<file path="src/rtl/noc_arb_pkg.sv">
// -----------------------------------------------------------------------------
// noc_arb_pkg
// Shared types and helpers for the NoC round-robin output-port arbiter.
//   arb_state_e    : arbiter FSM states (idle / grant held)
//   idx_w()        : grant-index width for a given requester count, never 0
//   onehot_to_idx(): one-hot to binary encoder, sized for up to 16 requesters
// -----------------------------------------------------------------------------
package noc_arb_pkg;

    typedef enum logic {
        ARB_IDLE = 1'b0,
        ARB_BUSY = 1'b1
    } arb_state_e;

    localparam int ARB_MAX_N = 16;

    // A single requester still needs a 1-bit index port.
    function automatic int idx_w(input int n);
        return (n <= 1) ? 1 : $clog2(n);
    endfunction

    // Input is assumed one-hot (or zero); OR-ing the indices of set bits
    // yields the binary index and 0 for an all-zero vector.
    function automatic logic [3:0] onehot_to_idx(input logic [ARB_MAX_N-1:0] oh);
        logic [3:0] idx;
        idx = '0;
        for (int i = 0; i < ARB_MAX_N; i++) begin
            if (oh[i]) begin
                idx = idx | 4'(i);
            end
        end
        return idx;
    endfunction

endpackage

</file>
<file path="src/rtl/noc_rr_arbiter_if.sv">
// -----------------------------------------------------------------------------
// noc_rr_arbiter_if
// Request/grant bundle between N requesters and the output-port arbiter.
//   i_request[N]   : per-requester packet pending
//   i_last[N]      : per-requester current flit is the packet tail
//   i_ack          : downstream accepted the granted flit this cycle
//   o_grant[N]     : registered one-hot grant
//   o_grant_idx    : registered binary index of o_grant
//   o_busy         : registered, high while a grant is held
// Modports: master = requester/downstream side, slave = arbiter side.
// -----------------------------------------------------------------------------
interface noc_rr_arbiter_if
    import noc_arb_pkg::*;
#(
    parameter int N = 5
) ();

    localparam int IDX_W = idx_w(N);

    logic [N-1:0]     i_request;
    logic [N-1:0]     i_last;
    logic             i_ack;
    logic [N-1:0]     o_grant;
    logic [IDX_W-1:0] o_grant_idx;
    logic             o_busy;

    modport master (
        output i_request,
        output i_last,
        output i_ack,
        input  o_grant,
        input  o_grant_idx,
        input  o_busy
    );

    modport slave (
        input  i_request,
        input  i_last,
        input  i_ack,
        output o_grant,
        output o_grant_idx,
        output o_busy
    );

endinterface

</file>
<file path="src/rtl/noc_prio_onehot.sv">
// -----------------------------------------------------------------------------
// noc_prio_onehot
// Combinational lowest-index-first priority picker.
//   req[WIDTH]   : candidate vector
//   grant[WIDTH] : one-hot of the lowest set bit of req, all-zero if req is 0
// -----------------------------------------------------------------------------
module noc_prio_onehot #(
    parameter int WIDTH = 5
) (
    input  logic [WIDTH-1:0] req,
    output logic [WIDTH-1:0] grant
);

    // Two's-complement trick: req & -req isolates the lowest set bit.
    assign grant = req & (~req + WIDTH'(1));

endmodule

</file>
<file path="src/rtl/noc_rr_arbiter.sv">
// -----------------------------------------------------------------------------
// noc_rr_arbiter
// Packet-locked round-robin arbiter for one NoC router output port.
// A winner keeps the grant until its tail flit is acked; in that same cycle
// the next winner is chosen so consecutive packets flow without a bubble.
//   clk    : rising-edge clock
//   rst_n  : asynchronous active-low reset
//   bus    : noc_rr_arbiter_if slave modport (requests in, grant out)
// All outputs come straight from flops; inputs feed next-state logic only.
// -----------------------------------------------------------------------------
module noc_rr_arbiter
    import noc_arb_pkg::*;
#(
    parameter  int N     = 5,
    localparam int IDX_W = idx_w(N)
) (
    input  logic               clk,
    input  logic               rst_n,
    noc_rr_arbiter_if.slave    bus
);

    arb_state_e       state_q, state_d;
    logic [N-1:0]     grant_q, grant_d;
    logic [IDX_W-1:0] grant_idx_q, grant_idx_d;
    logic [IDX_W-1:0] ptr_q, ptr_d;
    logic             busy_q, busy_d;

    logic [N-1:0]     prio_mask;
    logic [N-1:0]     masked_req;
    logic [N-1:0]     win_masked;
    logic [N-1:0]     win_plain;
    logic [N-1:0]     winner;
    logic [IDX_W-1:0] winner_idx;
    logic             any_req;
    logic             tail_acked;

    // Requesters strictly above the last winner get first pick.
    always_comb begin
        prio_mask = '0;
        for (int i = 0; i < N; i++) begin
            if (i > int'(ptr_q)) begin
                prio_mask[i] = 1'b1;
            end
        end
    end

    assign masked_req = bus.i_request & prio_mask;
    assign any_req    = |bus.i_request;

    noc_prio_onehot #(.WIDTH(N)) u_pick_masked (
        .req   (masked_req),
        .grant (win_masked)
    );

    noc_prio_onehot #(.WIDTH(N)) u_pick_plain (
        .req   (bus.i_request),
        .grant (win_plain)
    );

    // Fall back to the unmasked pick when nobody above the pointer asks;
    // this is the wrap-around and is also how the previous winner can win
    // again, but only when it is the sole requester.
    assign winner     = (|masked_req) ? win_masked : win_plain;
    assign winner_idx = IDX_W'(onehot_to_idx(ARB_MAX_N'(winner)));

    // The grant vector is one-hot, so masking i_last with it selects the
    // granted requester's tail bit; other requesters' i_last is ignored.
    assign tail_acked = bus.i_ack && (|(bus.i_last & grant_q));

    always_comb begin
        state_d     = state_q;
        grant_d     = grant_q;
        grant_idx_d = grant_idx_q;
        ptr_d       = ptr_q;
        busy_d      = busy_q;

        unique case (state_q)
            ARB_IDLE: begin
                if (any_req) begin
                    grant_d     = winner;
                    grant_idx_d = winner_idx;
                    ptr_d       = winner_idx;
                    busy_d      = 1'b1;
                    state_d     = ARB_BUSY;
                end
            end

            ARB_BUSY: begin
                // A granted requester dropping its request early does not
                // release the grant; only an acked tail does.
                if (tail_acked) begin
                    if (any_req) begin
                        grant_d     = winner;
                        grant_idx_d = winner_idx;
                        ptr_d       = winner_idx;
                        busy_d      = 1'b1;
                        state_d     = ARB_BUSY;
                    end else begin
                        grant_d     = '0;
                        grant_idx_d = '0;
                        busy_d      = 1'b0;
                        state_d     = ARB_IDLE;
                    end
                end
            end

            default: begin
                state_d = ARB_IDLE;
            end
        endcase
    end

    always_ff @(posedge clk or negedge rst_n) begin
        if (!rst_n) begin
            state_q     <= ARB_IDLE;
            grant_q     <= '0;
            grant_idx_q <= '0;
            ptr_q       <= IDX_W'(N - 1);
            busy_q      <= 1'b0;
        end else begin
            state_q     <= state_d;
            grant_q     <= grant_d;
            grant_idx_q <= grant_idx_d;
            ptr_q       <= ptr_d;
            busy_q      <= busy_d;
        end
    end

    assign bus.o_grant     = grant_q;
    assign bus.o_grant_idx = grant_idx_q;
    assign bus.o_busy      = busy_q;

endmodule

</file>
<file path="src/flat_wrapper.sv">
// flat-port wrapper written by rule: the top's interface ports become plain ports
module noc_rr_arbiter_flat import noc_arb_pkg::*;
#(
    parameter  int N     = 5,
    localparam int IDX_W = idx_w(N)
)
  (clk, rst_n, bus_i_request, bus_i_last, bus_i_ack, bus_o_grant, bus_o_grant_idx, bus_o_busy);
  noc_rr_arbiter_if #(.N(N)) bus_i ();
  input  logic clk;
  input  logic rst_n;
  input wire logic [$bits(bus_i.i_request)-1:0] bus_i_request;
  input wire logic [$bits(bus_i.i_last)-1:0] bus_i_last;
  input wire logic [$bits(bus_i.i_ack)-1:0] bus_i_ack;
  output wire logic [$bits(bus_i.o_grant)-1:0] bus_o_grant;
  output wire logic [$bits(bus_i.o_grant_idx)-1:0] bus_o_grant_idx;
  output wire logic [$bits(bus_i.o_busy)-1:0] bus_o_busy;
  assign bus_i.i_request = bus_i_request;
  assign bus_i.i_last = bus_i_last;
  assign bus_i.i_ack = bus_i_ack;
  assign bus_o_grant = bus_i.o_grant;
  assign bus_o_grant_idx = bus_i.o_grant_idx;
  assign bus_o_busy = bus_i.o_busy;
  noc_rr_arbiter #(.N(N)) u_core (.clk(clk), .rst_n(rst_n), .bus(bus_i));
endmodule
</file>
<file path="config.mk">
export PLATFORM = sky130hd
export DESIGN_NAME = noc_rr_arbiter_flat
export DESIGN_NICKNAME = d
export VERILOG_FILES = /design/src/rtl/noc_arb_pkg.sv /design/src/rtl/noc_rr_arbiter_if.sv /design/src/rtl/noc_prio_onehot.sv /design/src/rtl/noc_rr_arbiter.sv /design/src/flat_wrapper.sv
export SDC_FILE = /design/constraint.sdc
export NUM_CORES = 1
export LEC_CHECK = 0
export ABC_AREA = 1
export BUFFER_PORTS_ARGS = -buffer_cell sky130_fd_sc_hd__clkbuf_2
export CORE_MARGIN = 5
export CORE_UTILIZATION = 30
export CTS_BUF_LIST = sky130_fd_sc_hd__clkbuf_4
export DETAILED_ROUTE_END_ITERATION = 6
export GPL_TIMING_DRIVEN = 1
export HOLD_SLACK_MARGIN = 0.08
export SLEW_MARGIN = 20
export SYNTH_ARGS = -nofsm -noshare
export SYNTH_HDL_FRONTEND = slang
export SYNTH_SLANG_ARGS = --single-unit
</file>
<file path="constraint.sdc">
create_clock -name clk -period 1.35 [get_ports clk]
set_input_delay 0.135 -clock clk [delete_from_list [all_inputs] [get_ports clk]]
set_output_delay 0.135 -clock clk [all_outputs]
set_load 0.01 [all_outputs]
</file>
======== Yosys cells after proc, flatten, opt, wreduce, memory -nomap -nowiden ========
Index checks and enable logic that the tools add are counted.
operators by class
  equal/unequal tests ..................... 2
  reduce and logical (&&, ||, !) cells .... 5
  divide/modulo/power cells ............... 0
  shift operators ......................... 0
  multipliers ............................. 0
  magnitude comparators ................... 4
  mux-type cells .......................... 26
  add/subtract/negate cells ............... 2
  bitwise operators ....................... 7
operator list
  cell                                                   number
  AND 5 bit                                              4
  two-way mux 5 bit                                      4
  two-way mux 3 bit                                      6
  OR reduction 5 bit                                     3
  case mux 3 bit (2 select lines)                        2
  adder 5 x 1 -> 5 bit, second input constant            2
  inverter 5 bit                                         2
  case mux 5 bit (2 select lines)                        1
  two-way mux 1 bit                                      9
  > comparator 2 x 3 -> 1 bit, first input constant      2
  two-way mux 2 bit                                      2
  case mux 1 bit (2 select lines)                        2
  > comparator 1 x 3 -> 1 bit, first input constant      1
  > comparator 3 bit, first input constant               1
  inequality test 2 x 1 -> 1 bit, second input constant  1
  inequality test 2 bit, second input constant           1
  AND reduction 2 bit                                    1
  logical AND 1 bit                                      1
  inverter 1 bit                                         1
word-level totals
  output and inout port bits .............. 9
  flip-flop bits (word level) ............. 13
  memories ................................ 0
  bits in read-only memories .............. 0
  input bits .............................. 13
  latch bits .............................. 0
  RAM bits ................................ 0

======== Longest topological paths before layout ========
Gate-level depths: netlist of run 1.
  depth in word-level cells ............... 14
  depth in mapped cells ................... 9
  depth with buffers taken out ............ 9

======== Modules after synthesis ========
Synthesis of run 1 repeated with hierarchy kept, for this count alone.
unflattened totals
  cells, all modules ...................... 117
  area, all modules ....................... 822.0 µm²
modules (own cells, without submodules)
  module           cells an instance  times used  area each (µm²)
  noc_rr_arbiter   95                 1           729.4
  noc_prio_onehot  11                 2           46.3

======== Worst setup path after synthesis of run 1 ========
No wires, ideal clock.
  path kind ............................... reg-to-reg
  start ................................... register u_core.grant_q[1] (netlist: u_core.bus.o_grant[1])
  end ..................................... register u_core.grant_idx_q[0] (netlist: u_core.bus.o_grant_idx[0])
  path slack .............................. 0.232 ns
  setup time .............................. 0.118 ns
  stages on the path, launching flop included .. 9
  data arrival time ....................... 1.000 ns
  buffers on the path ..................... 0
  cells stage by stage .................... dfrtp_1 -> nand2_1 -> nand2_1 -> nor2_1 -> nand2_1 -> nand3_4 -> nand2_4 -> nand2_1 -> nand2_1
on the way
  word-level cells in the longest chain between the ends .. 5
RTL lines
  item                             line                   source
  start: declaration               noc_rr_arbiter.sv:23   logic [N-1:0] grant_q, grant_d;
  start signal: assignment         noc_rr_arbiter.sv:122  grant_q <= grant_d;
  AND 5 bit                        noc_rr_arbiter.sv:68   assign tail_acked = bus.i_ack && (|(bus.i_last & grant_q));
  OR reduction 5 bit               noc_rr_arbiter.sv:68
  logical AND 1 bit                noc_rr_arbiter.sv:68
  inequality test 2 bit (no line)  --
  AND reduction 2 bit (no line)    --
  end signal: assignment           noc_rr_arbiter.sv:123  grant_idx_q <= grant_idx_d;
  end: declaration                 noc_rr_arbiter.sv:24   logic [IDX_W-1:0] grant_idx_q, grant_idx_d;
No other way between the ends.
A chain may end at the register's enable or synchronous reset.

======== Worst setup path after layout of run 1 ========
  start ................................... register u_core.ptr_q[2]
  end ..................................... register u_core.grant_idx_q[0] (netlist: u_core.bus.o_grant_idx[0])
on the way
  word-level cells in the longest chain between the ends .. 14
  elaborated cells on any way between the ends .. 22
RTL lines
  item                                 line                   source
  start: declaration                   noc_rr_arbiter.sv:25   logic [IDX_W-1:0] ptr_q, ptr_d;
  start signal: assignment             noc_rr_arbiter.sv:118  ptr_q <= IDX_W'(N - 1);
  start signal: assignment             noc_rr_arbiter.sv:124  ptr_q <= ptr_d;
  > comparator 1 x 3 -> 1 bit          noc_rr_arbiter.sv:41   if (i > int'(ptr_q)) begin
  two-way mux 1 bit                    noc_rr_arbiter.sv:41
  AND 5 bit (*)                        noc_rr_arbiter.sv:47   assign masked_req = bus.i_request & prio_mask;
  inverter 5 bit                       noc_prio_onehot.sv:15  assign grant = req & (~req + WIDTH'(1));
  adder 5 x 1 -> 5 bit                 noc_prio_onehot.sv:15
  AND 5 bit                            noc_prio_onehot.sv:15
  two-way mux 5 bit (*)                noc_rr_arbiter.sv:63   assign winner = (|masked_req) ? win_masked : win_plain;
  two-way mux 1 bit                    noc_arb_pkg.sv:28      if (oh[i]) begin
  two-way mux 2 bit                    noc_arb_pkg.sv:28
  two-way mux 2 bit (*)                noc_arb_pkg.sv:28
  two-way mux 3 bit (*)                noc_arb_pkg.sv:28
  two-way mux 3 bit                    noc_rr_arbiter.sv:92   if (any_req) begin
  two-way mux 3 bit                    noc_rr_arbiter.sv:91   if (tail_acked) begin
  case mux 3 bit (2 select lines) (*)  noc_rr_arbiter.sv:77   unique case (state_q)
Every way passes the cells marked *; elsewhere a longest branch is shown, timed or not. The select of a mux whose other input is x is not followed.

==> run_results.csv, run 1 <==
group,metric,value,unit
critical_path,cp_slowest_stage_delay,0.57,ns
sta,timing.fmax,0.8139,GHz
sta,setup_ws,0.1213,ns
synth,synthTopCellsByArea,"dfrtp_1 (40%), nand2_1 (22%), nand3_1 (10%)",
power_and_ir_drop,ir_worst_vdd,0.8508,mV
place,port_buffers,21,
cts,htree_levels,1,
layout,area_growth,29.01,%
synth,postSynthAreaPerCell,7.310,um^2
synth,synth-compound-area-share,0.03964,
critical_path,r2r_setup_slack,0.12,ns
layout,layout_common_cells,"nand2_1 (39), clkbuf_2 (21), nand3_1 (13)",
cts,path_clk_slew,0.09,ns
synth,mappedNetlistArea,694.4,um^2
sta,hold_slack,0.09269,ns
synth,synth_top_area_share,0.3964,
global_route,grt_pass1_wl,2946,um
power_and_ir_drop,p_sw,789.4,uW
sta,finClkSkew,0.003554,ns
place,dp_slack,0.1097,ns
worst_hold_path,hp-class,"primary input to register",
sta,fin_crit,1.229,ns
synth,ys_seq_area_frac,0.4342,
critical_path,startpoint,"u_core.ptr_q[2]",
place,place.gp.congestion,0.8003,
critical_path,worstPathArrival,1.46,ns
synth,synth_warnings,0,
critical_path,end_kind,"register",
critical_path,cp-start-kind,"register",
floorplanning,coreArea,0.002212,mm^2
routing,drt-wirelength-per-cell,11.25,um
critical_path,r2r_start,"u_core.ptr_q[2]",
worst_hold_path,hold_depth,3,
critical_path,r2r-end,"u_core.bus.o_grant_idx[0]",
critical_path,reg2regPathDepth,6,
worst_hold_path,min_to,"u_core.state_q",
routing,drt_pass1_iterations,3,
floorplanning,dieArea,0.003377,mm^2
sta,slew_violations,0,
global_route,track_usage,0.1134,
sta,maxSlewHeadroom,0.7928,
synth,synth_fp_nets,108,
power_and_ir_drop,p_seq_frac,0.359,
routing,vias,700,
synth,yosys.area_share.xor_xnor,0,
global_route,grt_max_degree,13,
job,max_cap_viol_count,0,
synth,synth-simple-area-share,0.4775,
cts,numCtsBuffers,3,
power_and_ir_drop,p_leak,0.0005161,uW
outcome,status,"completed",
sta,worstMarginPinSlew,0.3108,ns
power_and_ir_drop,power_density,1987,mW/mm^2
synth,synthMuxAreaShare,0,
sta,period_share,0.9101,
floorplanning,die_h,58.11,um
layout,antenna_cells,0,
synth,synthAdderAreaFrac,0,
layout,nNetsFinal,137,
routing,antenna_left,0,
cts,cts.sinks,12,
global_route,grt_overflow,0,
routing,drt_wl_total,1698,um
sta,hold_violations,0,
sta,rsz0062_at_grt,"no",
routing,drc,0,
global_route,grt_pass1_vias,712,
critical_path,crit_fanout,5,
cts,clock_latency,0.29,ns
sta,finalSetupViolCount,0,
power_and_ir_drop,p_clk_frac,0.139,
critical_path,path_cells,"nor2_1 -> a21oi_2 -> nand3_1 -> nand3_1 -> nand2_1 -> nand2_1",
worst_hold_path,hp-start,"bus_i_request[3]",
power_and_ir_drop,p_sw_frac,0.4435,
floorplanning,io_pins,22,
layout,drive_gt1_frac,0.3415,
floorplanning,start_util,0.3139,
cts,cts_tree,"yes",
synth,ys_ff_latch,12,
critical_path,critPathRequiredTime,1.58,ns
synth,yosysTopAreaCell,"dfrtp_1",
global_route,antenna_found_initial,0,
place,hpwl,1330,um
power_and_ir_drop,power_frac_comb,0.502,
sta,fin_tns_setup,0,ns
layout,mostFrequentLayoutCell,"nand2_1",
place,place_area,827.0,um^2
routing,viasPerCell,4.636,
floorplanning,die_w,58.11,um
cts,cts-root-buf,"clkbuf_4",
critical_path,slowest_stage,"dfstp_2",
synth,synth_top_family_by_area,"simple AND/OR/NAND/NOR gates",
floorplanning,rows,17,
power_and_ir_drop,intPower,990.3,uW
layout,fin_area,895.9,um^2
critical_path,crit_type,"register to register",
routing,drt_iter0_drc,19,
layout,fin_util,0.4050,
synth,synthCells,95,
cts,cts_buffer_depth,2,
synth,ys_types,17,
## synthesized netlist by cell type
master and count:
a21oi_1 2, a21oi_2 1, buf_4 1, dfrtp_1 11
dfstp_2 1, inv_1 4, inv_2 3, nand2_1 41
nand2_2 1, nand2_4 2, nand3_1 14, nand3_2 1
nand3_4 1, nand4_1 1, nor2_1 9, nor2_4 1
o21ai_2 1
## power groups by stage
stage	logic (uW)	clock network (uW)	registers (uW)
4_1_cts	829	256	638
3_3_place_gp	814	0	637
2_1_floorplan	532	0	677
3_5_place_dp	817	0	646
6_report	893	248	639
5_1_grt	1010	269	666
## metal layers
metal | wire length (um) | track usage
met3 | 89 | 0.02004
met5 | 0 | 0
met1 | 774 | 0.1388
met4 | 24 | 0.05960
met2 | 810 | 0.1887
## worst max-delay path: cells and delay by family (launching register included)
kind            cells  cell delay, ns
flops               1            0.57
simple gates        5            0.44
compound gates      1            0.17
## final cells by class
cell class	count	area [um^2]
fillers	255	1316
clock buffers	3	22.52
multi-input cells	75	369.1
clock inverters	1	3.754
repair buffers	25	137.6
well taps	28	35.03
flip-flops and latches	12	301.5
inverters	7	26.28
## registers in the layout, summed over array words and instances (netlist names)
signal / count
u_core.bus.o_busy: 1
u_core.bus.o_grant: 4
u_core.bus.o_grant_idx: 3
u_core.ptr_q: 3
u_core.state_q: 1
## metrics by stage
step,std cells,total power (uW)
2_1_floorplan,95,1209
6_report,151,1780
3_3_place_gp,143,1451
5_1_grt,151,1950
3_5_place_dp,143,1463
4_1_cts,148,1723
## cells by family (layout without fill, tap and decap cells)
kind of cell,count (synthesis),in the layout
AO/OA/AOI/OAI,4,4
buffers and inverters,8,36
flip-flops,12,12
AND/OR/NAND/NOR,71,71
## how the worst max path moves through the flow
stage                                           end  slack, ns  depth (start not counted)
after floorplan           u_core.bus.o_grant_idx[0]       0.23                          8
after global placement    u_core.bus.o_grant_idx[2]       0.11                          8
after detailed placement  u_core.bus.o_grant_idx[2]       0.11                          8
after CTS                 u_core.bus.o_grant_idx[2]       0.09                          8
after global routing                u_core.ptr_q[0]      0.002                          8
final                     u_core.bus.o_grant_idx[0]       0.12                          6
## repair_timing
item                       CTS  global route
setup endpoints to repair    0             6
hold endpoints to repair    12             0
gates resized for setup      0             3
setup buffers                0             3
hold buffers                 1             0
Note: power is estimated with default switching activity, not from simulation.
==> run 2, diff against run 1 <==
BUFFER_PORTS_ARGS = -buffer_cell sky130_fd_sc_hd__buf_2   (was -buffer_cell sky130_fd_sc_hd__clkbuf_2)
==> run 2 against run 1 <==
Sequential power decreased by 0.9%. Critical endpoint unchanged. Total power decreased by 0.71%. Utilization increased by 0.17 points. Non-clock buffer count increased by 1. Largest power group unchanged. Clock-buffer cell count increased by 1. Critical path depth increased by 2. Worst setup slack improved by 0.018 ns. Final cell count increased by 0.66%. Routed wire length decreased by 4.5%.
==> run_results.csv, run 2 (same netlist as run 1, synthesis figures left out) <==
group,metric,value,unit
outcome,status,"completed",
cts,path_clk_slew,0.07,ns
cts,numCtsBuffers,3,
sta,rsz0062_at_grt,"no",
cts,cts_buffer_depth,2,
critical_path,critical-path-top-delay-family,"flip-flops",
layout,fin_cells,152,
global_route,grt_pass1_wl,2877,um
floorplanning,rows,17,
power_and_ir_drop,p_leak,0.0005196,uW
critical_path,path_buf_inv,1,
layout,area_growth,29.55,%
power_and_ir_drop,p_total,1767,uW
sta,slew_violations,0,
place,place_area,827.0,um^2
floorplanning,die_w,58.11,um
sta,maxSlewHeadroom,0.8088,
sta,finalSetupViolCount,0,
global_route,track_usage,0.1096,
cts,htree_levels,1,
critical_path,slowest_stage,"dfstp_2",
layout,fin_area,899.6,um^2
layout,fin_util,0.4067,
place,place_inst,143,
worst_hold_path,hp-class,"primary input to register",
routing,drt_wl_total,1622,um
floorplanning,coreArea,0.002212,mm^2
layout,nNetsFinal,138,
sta,fin_crit,1.211,ns
layout,drive_gt1_frac,0.3387,
critical_path,critPathRequiredTime,1.56,ns
critical_path,worstPathArrival,1.42,ns
floorplanning,io_pins,22,
critical_path,path_cells,"inv_1 -> a21oi_1 -> nand2_1 -> nand2_1 -> nand2_1 -> nand3_1 -> nand2_1 -> nand2_1",
sta,timing.fmax,0.8258,GHz
sta,period_share,0.8970,
sta,fin_tns_setup,0,ns
global_route,grt_max_degree,13,
place,place.gp.congestion,0.8063,
place,port_buffers,21,
critical_path,cpMostUsedCell,"nand2_1",
sta,hold_violations,0,
routing,viasPerCell,4.671,
cts,cts_tree,"yes",
floorplanning,start_util,0.3139,
critical_path,cp-start-kind,"register",
critical_path,cp_slowest_stage_delay,0.56,ns
layout,largest_reg_flops,4,
routing,antenna_left,0,
routing,drt-wirelength-per-cell,10.67,um
cts,clock_latency,0.27,ns
layout,n_fill_cell,243,
routing,vias,710,
routing,drt_pass1_iterations,4,
critical_path,crit_fanout,5,
job,max_cap_viol_count,0,
power_and_ir_drop,power_density,1964,mW/mm^2
global_route,antenna_found_initial,0,
power_and_ir_drop,ir_worst_vdd,1.083,mV
floorplanning,die_h,58.11,um
sta,finClkSkew,0.001760,ns
layout,antenna_cells,0,
layout,layout_common_cells,"nand2_1 (40), buf_2 (21), nand3_1 (14)",
routing,drc,0,
cts,cts-root-buf,"clkbuf_4",
critical_path,end_kind,"register",
routing,drt_iter0_drc,20,
layout,mostFrequentLayoutCell,"nand2_1",
sta,worstMarginPinSlew,0.2869,ns
floorplanning,dieArea,0.003377,mm^2
place,hpwl,1272,um
cts,cts.sinks,12,
global_route,grt_pass1_vias,696,
critical_path,crit_type,"register to register",
global_route,grt_overflow,0,
-- run 2: metrics by stage --
step	hold WS, ns	worst slack (ns)
5_1_grt	0.1162	0.001082
6_report	0.1105	0.1390
3_3_place_gp	0.02943	0.1164
3_5_place_dp	0.03025	0.1035
2_1_floorplan	-0.1606	0.2323
4_1_cts	0.1021	0.09530
-- run 2: worst paths after layout --
check / from / end / slack [ns] / cells after the start
min in group asynchronous: rst_n / u_core.bus.o_grant_idx[0] / 0.27 / 2
min: bus_i_request[3] / u_core.state_q / 0.11 / 3
max: u_core.ptr_q[2] / u_core.bus.o_grant_idx[0] / 0.14 / 8
min reg2reg: u_core.bus.o_busy / u_core.bus.o_busy / 0.48 / 2
max reg2reg: u_core.ptr_q[2] / u_core.bus.o_grant_idx[0] / 0.14 / 8
max in group asynchronous: rst_n / u_core.ptr_q[2] / 0.80 / 2
-- run 2: routing by layer --
layer	wire length (um)	up-vias	global-route usage	share of wire
met1	723	315	0.1369	0.45
met3	141	0	0.04900	0.087
met5	0	-	0	0
met2	757	30	0.1806	0.47
li1	-	365	-	-
met4	0	0	0.009934	0
-- run 2: timing repair --
item	4_1_cts	5_1_grt
resized for setup	0	1
hold endpoints to repair	12	0
setup endpoints to repair	0	7
hold buffers	1	0
setup buffers	0	4
-- run 2: report_power, final --
group          internal, uW  leakage [uW]  switching (uW)
sequential              523      0.000147             110
clock                   134     0.0000184             114
combinational           364      0.000354             521
-- run 2: layout make-up --
| type | instances | area [um^2] | area share |
|---|---|---|---|
| flip-flops and latches | 12 | 301.5 | 0.3352 |
| repair buffers | 26 | 145.1 | 0.1613 |
| well taps | 28 | 35.03 | 0.03894 |
| multi-input cells | 75 | 361.6 | 0.4019 |
| clock buffers | 4 | 30.03 | 0.03338 |
| inverters | 7 | 26.28 | 0.02921 |
-- run 2: worst reg2reg max path, cell delays in order (launching register included) --
cell and delay [ns]:
dfstp_2 0.56, inv_1 0.06, a21oi_1 0.11, nand2_1 0.06, nand2_1 0.07, nand2_1 0.07
nand3_1 0.09, nand2_1 0.07, nand2_1 0.06
==> run 3, diff against run 2 <==
CORE_UTILIZATION = 40   (was 30)
PLACE_DENSITY = 0.65   (was not set)
==> run 3 against run 2 <==
Critical path depth is the same. Worst setup slack lost 0.052 ns. Global-route usage grew 1.7 points. Utilization grew 9.9 points. Critical endpoint is now u_core.ptr_q[0]. Final cell count shrank 9.9%. Register-to-register slack lost 0.05 ns. Die area shrank 21%. First-iteration DRC count is the same. Via count shrank 0.99%. Clock power shrank 2%.
==> run_results.csv, run 3 (same netlist as run 1, synthesis figures left out) <==
group,metric,value,unit
routing,viasPerCell,5.131,
routing,vias,703,
sta,rsz0062_at_grt,"no",
critical_path,r2r-end,"u_core.ptr_q[0]",
layout,drive_gt1_frac,0.3083,
routing,drt_wl_total,1566,um
critical_path,end_kind,"register",
global_route,antenna_found_initial,0,
worst_hold_path,hp-class,"primary input to register",
power_and_ir_drop,power_density,1990,mW/mm^2
critical_path,r2r_setup_slack,0.09,ns
critical_path,cp_slowest_stage_delay,0.58,ns
cts,htree_levels,1,
critical_path,crit_fanout,5,
critical_path,slowest_stage,"dfstp_2",
cts,cts.sinks,12,
critical_path,cp-start-kind,"register",
place,dp_slack,0.1353,ns
outcome,status,"completed",
critical_path,reg2regPathDepth,8,
routing,drt-wirelength-per-cell,11.43,um
global_route,grt_max_degree,13,
routing,drc,0,
floorplanning,coreArea,0.001689,mm^2
critical_path,cp.depth,8,
cts,cts_tree,"yes",
critical_path,crit_type,"register to register",
sta,finClkSkew,0.001193,ns
routing,drt_pass1_iterations,4,
floorplanning,start_util,0.4111,
layout,largest_reg_flops,4,
critical_path,r2r_start,"u_core.ptr_q[2]",
cts,clock_latency,0.26,ns
sta,slew_violations,0,
floorplanning,io_pins,22,
layout,layout_common_cells,"nand2_1 (41), buf_2 (21), nand3_1 (14)",
cts,cts-root-buf,"clkbuf_4",
sta,period_share,0.9355,
cts,cts_buffer_depth,2,
critical_path,worstPathArrival,1.46,ns
cts,cts_setup_buffers,0,
floorplanning,die_h,51.67,um
power_and_ir_drop,p_leak,0.0005018,uW
place,port_buffers,21,
layout,nNetsFinal,134,
critical_path,path_buf_inv,1,
place,place_inst,132,
sta,worstMarginPinSlew,0.2695,ns
global_route,track_usage,0.1265,
sta,hold_violations,0,
sta,timing.fmax,0.7918,GHz
floorplanning,dieArea,0.002669,mm^2
critical_path,path_cells,"inv_1 -> a21oi_1 -> nand2_1 -> nand2_1 -> nand2_1 -> nand3_1 -> nand2_1 -> nand2_1",
layout,antenna_cells,0,
layout,fin_util,0.5052,
cts,numCtsBuffers,3,
sta,fin_tns_setup,0,ns
power_and_ir_drop,ir_worst_vdd,0.8070,mV
layout,fin_cells,137,
cts,cts-resized-gates,0,
critical_path,critPathRequiredTime,1.55,ns
routing,antenna_left,0,
sta,fin_crit,1.263,ns
layout,mostFrequentLayoutCell,"nand2_1",
sta,maxSlewHeadroom,0.8203,
sta,finalSetupViolCount,0,
critical_path,critical-path-top-delay-family,"flip-flops",
job,max_cap_viol_count,0,
global_route,grt_pass1_vias,616,
routing,drt_iter0_drc,20,
critical_path,startpoint,"u_core.ptr_q[2]",
global_route,grt_pass1_wl,2559,um
sta,setup_ws,0.08705,ns
critical_path,crit_end,"u_core.ptr_q[0]",
cts,path_clk_slew,0.07,ns
critical_path,cpMostUsedCell,"nand2_1",
layout,area_growth,22.88,%
place,place.gp.congestion,0.8447,
floorplanning,die_w,51.67,um
global_route,grt_overflow,0,
place,hpwl,1286,um
floorplanning,rows,15,
run 3: cell count changes in the layout (fill, tap and decap cells not counted), sizes merged:
cell,delta
buf,-4
run 3: routing by layer:
metal  vias up  GRT usage  part of all wire
li1        351          -                 -
met1       330     0.1554              0.43
met2        22     0.2161              0.51
met3         0    0.02006             0.060
met4         0    0.05677                 0
met5         -          0                 0
run 3: area by class of cell:
cell class / count / area, um^2
fillers: 164 / 835.8
multi-input cells: 75 / 359.1
well taps: 17 / 21.27
flip-flops and latches: 12 / 301.5
clock buffers: 4 / 30.03
repair buffers: 22 / 115.1
inverters: 7 / 26.28
run 3: worst min path at each step:
stage / startpoint / to / depth (start not counted)
5_1_grt: bus_i_request[3] / u_core.state_q / 3
2_1_floorplan: rst_n / u_core.bus.o_busy / 0
3_5_place_dp: rst_n / u_core.bus.o_grant[0] / 1
4_1_cts: bus_i_request[3] / u_core.state_q / 3
3_3_place_gp: rst_n / u_core.bus.o_busy / 1
6_report: bus_i_request[3] / u_core.state_q / 3
run 3: worst min-delay path, cell delays in order:
cell and delay, ns:
buf_2 0.08, inv_2 0.05, nand4_1 0.09
run 3: stage by stage:
| step | hold WS (ns) | total power [uW] | instance area (um^2) |
|---|---|---|---|
| finish | 0.1283 | 1698 | 853.3 |
| global route | 0.1336 | 1832 | 853.3 |
| CTS | 0.1230 | 1706 | 853.3 |
| detailed placement | 0.02958 | 1460 | 813.3 |
| global placement | 0.02398 | 1452 | 813.3 |
| floorplan | -0.1606 | 1209 | 694.4 |
run 3: power by group:
group	internal [uW]	switching (uW)	leakage, uW
Clock	134	110	0.0000184
Sequential	523	118	0.000147
Combinational	306	508	0.000336
run 3: what timing repair did:
item	in CTS	in global routing
hold endpoints to repair	12	0
endpoints found under the setup margin	0	0
hold buffers	1	0
